### config.mk
export PLATFORM = sky130hd
export DESIGN_NAME = period_channel_arbiter
export DESIGN_NICKNAME = d
export VERILOG_FILES = /design/src/rtl/period_channel_arbiter.sv
export SDC_FILE = /design/constraint.sdc
export NUM_CORES = 1
export LEC_CHECK = 0
export BUFFER_PORTS_ARGS = -buffer_cell sky130_fd_sc_hd__buf_2
export CORE_ASPECT_RATIO = 0.8
export CORE_MARGIN = 2
export CORE_UTILIZATION = 24
export DETAILED_ROUTE_END_ITERATION = 12
export PLACE_DENSITY_LB_ADDON = 0.15
export SYNTH_ARGS = -nofsm -noshare
export SYNTH_HDL_FRONTEND = slang
export SYNTH_SLANG_ARGS = --single-unit
### constraint.sdc
create_clock -name CLK_PARALLEL -period 1.75 [get_ports CLK_PARALLEL]
set_input_delay 0.35 -clock CLK_PARALLEL [delete_from_list [all_inputs] [get_ports CLK_PARALLEL]]
set_output_delay 0.35 -clock CLK_PARALLEL [all_outputs]
set_load 0.1 [all_outputs]
### src/rtl/period_channel_arbiter.sv
// period_channel_arbiter: round-robin merge of per-channel period results into one tagged valid/ready stream
//   Build option: define PERIOD_ARB_OVERRUN_EN to add the OVERRUN/OVERRUN_CLR ports.
//   Ports:
//     CLK_PARALLEL  clock
//     RESET         synchronous, active-high
//     CE            clock enable; low freezes all state
//     OVERRUN_CLR   (option) clears OVERRUN sticky bits
//     OVERRUN       (option) sticky per-channel "pending sample overwritten" flags
//     CH_CHANGE     per-channel new-period strobe
//     CH_PERIOD     packed per-channel period values, channel k at [k*PERIOD_BITS +: PERIOD_BITS]
//     OUT_VALID/OUT_READY/OUT_CHANNEL/OUT_PERIOD  output stream
//     CH_TIMEOUT    per-channel no-signal flag
module period_channel_arbiter #(
    parameter int CHANNELS       = 2,
    parameter int PERIOD_BITS    = 16,
    parameter int TIMEOUT_CYCLES = 65535
) (
    input  logic                              CLK_PARALLEL,
    input  logic                              RESET,
    input  logic                              CE,
`ifdef PERIOD_ARB_OVERRUN_EN
    input  logic                              OVERRUN_CLR,
    output logic [CHANNELS-1:0]               OVERRUN,
`endif
    input  logic [CHANNELS-1:0]               CH_CHANGE,
    input  logic [CHANNELS*PERIOD_BITS-1:0]   CH_PERIOD,
    output logic                              OUT_VALID,
    input  logic                              OUT_READY,
    output logic [(CHANNELS>1 ? $clog2(CHANNELS) : 1)-1:0] OUT_CHANNEL,
    output logic [PERIOD_BITS-1:0]            OUT_PERIOD,
    output logic [CHANNELS-1:0]               CH_TIMEOUT
);
    localparam int CW = CHANNELS > 1 ? $clog2(CHANNELS) : 1;
    localparam int TW = $clog2(TIMEOUT_CYCLES + 1);
    localparam logic [TW-1:0] TMAX = TW'(TIMEOUT_CYCLES);
    logic [CHANNELS-1:0]    pending;
    logic [PERIOD_BITS-1:0] hold_buf [CHANNELS];
    logic [TW-1:0]          cnt [CHANNELS];
    logic [CW-1:0]          rr_ptr;
    logic [CW-1:0]          grant;
    logic                   found;
    logic                   take;
    logic [CHANNELS-1:0]    gmask;
    // first pending channel at or after rr_ptr, wrapping
    always_comb begin
        grant = '0;
        found = 1'b0;
        for (int i = 0; i < CHANNELS; i++) begin
            if (!found && pending[(int'(rr_ptr) + i) % CHANNELS]) begin
                found = 1'b1;
                grant = CW'((int'(rr_ptr) + i) % CHANNELS);
            end
        end
    end
    assign take  = found && (!OUT_VALID || OUT_READY);
    assign gmask = take ? (CHANNELS'(1) << grant) : '0;
    always_ff @(posedge CLK_PARALLEL) begin
        if (RESET) begin
            OUT_VALID   <= 1'b0;
            OUT_CHANNEL <= '0;
            OUT_PERIOD  <= '0;
            rr_ptr      <= '0;
            pending     <= '0;
            CH_TIMEOUT  <= '0;
            for (int k = 0; k < CHANNELS; k++) begin
                hold_buf[k] <= '0;
                cnt[k]      <= '0;
            end
        end else if (CE) begin
            if (!OUT_VALID || OUT_READY)
                OUT_VALID <= found;
            if (take) begin
                OUT_CHANNEL <= grant;
                OUT_PERIOD  <= hold_buf[grant];
                rr_ptr      <= CW'((int'(grant) + 1) % CHANNELS);
            end
            // a capture in the grant cycle keeps pending set: the grant took the old value
            pending <= (pending & ~gmask) | CH_CHANGE;
            for (int k = 0; k < CHANNELS; k++) begin
                if (CH_CHANGE[k]) begin
                    hold_buf[k]   <= CH_PERIOD[k*PERIOD_BITS +: PERIOD_BITS];
                    cnt[k]        <= '0;
                    CH_TIMEOUT[k] <= 1'b0;
                end else begin
                    cnt[k]        <= (cnt[k] == TMAX) ? TMAX : cnt[k] + TW'(1);
                    CH_TIMEOUT[k] <= (cnt[k] == TMAX);
                end
            end
        end
    end
`ifdef PERIOD_ARB_OVERRUN_EN
    // a new set event outranks a simultaneous clear
    always_ff @(posedge CLK_PARALLEL) begin
        if (RESET)
            OVERRUN <= '0;
        else if (CE)
            OVERRUN <= (OVERRUN_CLR ? '0 : OVERRUN) | (CH_CHANGE & pending & ~gmask);
    end
`endif
endmodule

==> flow_metrics.tcl <==
set metrics [dict create \
    cts_tree "done" \
    ant_nets 0 \
    cts-hold-fix-buffers 0 \
    crit_path_start_kind "flop" \
    post-place-ws_ns -0.0854 \
    slew_headroom_pct 32.9 \
    cts_root_buf "clkbuf_16" \
    synth_seq_area_share_pct 60.0 \
    min-delay-path-class "in -> reg" \
    cp_data_arrival_time_ns 1.81 \
    cts_setup_buffers 0 \
    antenna_found_initial 0 \
    fmax_mhz 615 \
    clkTransAtPathRegs_ns 0.08 \
    ioPinCount 58 \
    routed_wl_um 9000 \
    synth.avg_cell_area_um2 11.1 \
    core.rowCount 42 \
    port_buffers 57 \
    cts_max_level 3 \
    synthToLayoutAreaGrowth_pct 27.8 \
    fin_tns_setup_ns 0 \
    max-cap-violations 0 \
    grt_pass1_wl_um 15000 \
    hold_viol 0 \
    hp-start "CH_PERIOD[25]" \
    core_region_area_um2 16400 \
    crit_fanout 5 \
    syn_area_um2 3970 \
    skew_ns 0.00895 \
    synth_seq_cells 87 \
    synth_top_cell_area_share_pct 48.4 \
    vdd_drop_max_uv 460 \
    die_area_um2 17600 \
    synth.area.top_cells "edfxtp_1 (48%), dfxtp_1 (12%), and2_1 (5.0%)" \
    drc 0 \
    n_antenna_cell 0 \
    synth_cell_type_count 38 \
    routed-via-count 2842 \
    grtUsageTotal_pct 10.9 \
    ys_warn_count 0 \
    synth.most_common_cell "edfxtp_1" \
    p_per_area_nw_per_um2 1020 \
    vias_per_cell 4.27 \
    worst_skew_pair.late_latency_ns 0.35 \
    synth_area_leader_cell "edfxtp_1" \
    worst_slack_ns 0.124 \
    grt_pass1_vias 2907 \
    drt-initial-drc-count 104 \
    die_x_um 148 \
    cts_sinks 87 \
    async_reset_ff_share_pct 0 \
    p_leak_nw 1.93 \
    fin_crit_ns 1.63 \
    hpwl_um 6120 \
    die_h_um 119 \
    synth_edf_count 64 \
    syn_inst 358 \
    reg2regPathDepth 5 \
    wl_per_cell_um 13.5 \
    grt_max_degree 34 \
    worstPathRequired_ns 1.93 \
    worstMarginPinSlew_ns 1.01 \
    drive_above_1_share_pct 27.6 \
    drv_slew 0 \
    setup_viol 0 \
    num-nets-final 480 \
    clockBufferDepth 2 \
    period_share_pct 92.9 \
    place.gp.congestion 0.720 \
    cts_resized 0 \
    initial_core_util_pct 24.2 \
    synthTopCellsByCount "edfxtp_1 (64), nand2_1 (52), and2_1 (32)" \
    timing.rr.start "cnt[1][8]$_SDFFCE_PN0P_" \
    end_kind "flop" \
    synth-main-ff-cell "edfxtp_1" \
    whs_ns 0.271 \
    numCtsBuffers 9 \
    status "completed" \
    syn_nets 398 \
    startpoint "cnt[1][8]$_SDFFCE_PN0P_" \
    rsz0062_at_grt "yes" \
    hold_depth 2 \
    worst-setup-path-type "reg -> reg" \
    first_pass_iters 4 \
    overflow 0 \
]
## registers in the layout, indices dropped and copies added, names as in the netlist
register / cells
CH_TIMEOUT: 2
OUT_CHANNEL: 1
OUT_PERIOD: 16
OUT_VALID: 1
cnt: 32
hold_buf: 32
pending: 2
rr_ptr: 1
## logic make-up after synthesis
| logic type | count (synthesis) | synth area share [%] |
|---|---|---|
| AO/OA/AOI/OAI | 58 | 10.3 |
| XOR/XNOR | 22 | 4.85 |
| adder cells (fa/ha/maj) | 2 | 0.630 |
| buffers and inverters | 26 | 2.87 |
| flip-flops | 87 | 60.0 |
| multiplexers | 2 | 0.504 |
| AND/OR/NAND/NOR | 161 | 20.9 |
## routing by layer
metal	global-route usage [%]	vias up	part of all wire (%)
met4	2.80	0	0.71
met1	14.4	1317	50
met5	0	-	0
met2	17.1	59	45
li1	-	1460	-
met3	3.68	6	4.5
## area by class of cell
| class | count | area, um^2 |
|---|---|---|
| multi-input combinational | 245 | 1500 |
| clock inverter | 7 | 95.1 |
| clock buffer | 9 | 225 |
| inverter | 10 | 37.5 |
| tap | 220 | 275 |
| timing repair buffer | 87 | 561 |
| fill | 1726 | 11300 |
| sequential | 87 | 2380 |
## critical path, stage by stage (launching register included)
cell	delay, ns
edfxtp_1	0.40
nand3_1	0.24
nor4_2	0.32
buf_4	0.17
and4b_1	0.18
nor3_1	0.16
## layout by cell type, fill, tap and decap left out, types with 5 or more instances in the layout
master / Yosys / final
a21oi_1: 5 / 5
dfxtp_1: 23 / 23
xor2_1: 8 / 8
nand3_1: 11 / 11
buf_2: 6 / 57
and2_1: 32 / 32
edfxtp_1: 64 / 64
nor2_1: 28 / 27
xnor2_1: 14 / 14
nor3_1: 10 / 9
clkbuf_16: 0 / 9
nand4_1: 7 / 7
a311oi_1: 16 / 16
o21ai_0: 19 / 19
buf_4: 0 / 26
nand2_1: 52 / 52
o21ai_2: 10 / 10
inv_1: 10 / 10
## path summary, 6_finish.rpt
check                                       to  slack (ns)
setup / recovery      cnt[1][15]$_SDFFCE_PN0P_        0.12
hold / removal    hold_buf[1][9]$_SDFFCE_PN0P_        0.27
setup reg to reg      cnt[1][15]$_SDFFCE_PN0P_        0.12
hold reg to reg     CH_TIMEOUT[1]$_SDFFE_PP0P_        0.44
## stage by stage
stage          area, um^2  util, %  power, W  std cells
3_5_place_dp         4730     28.9   0.00315        649
2_1_floorplan        3970        -   0.00293        358
3_3_place_gp         4730     28.9   0.00315        649
5_1_grt              5080     31.0   0.00540        665
6_report             5080     31.0   0.00519        665
4_1_cts              5050     30.8   0.00527        665
## report_power, final
part / internal [W] / switching [W] / total (W) / leakage (nW)
registers: 0.00236 / 0.0000859 / 0.00245 / 0.869
logic: 0.000192 / 0.000455 / 0.000646 / 0.898
clock network: 0.00116 / 0.000937 / 0.00209 / 0.158
Note: power is estimated with default switching activity, not from simulation.
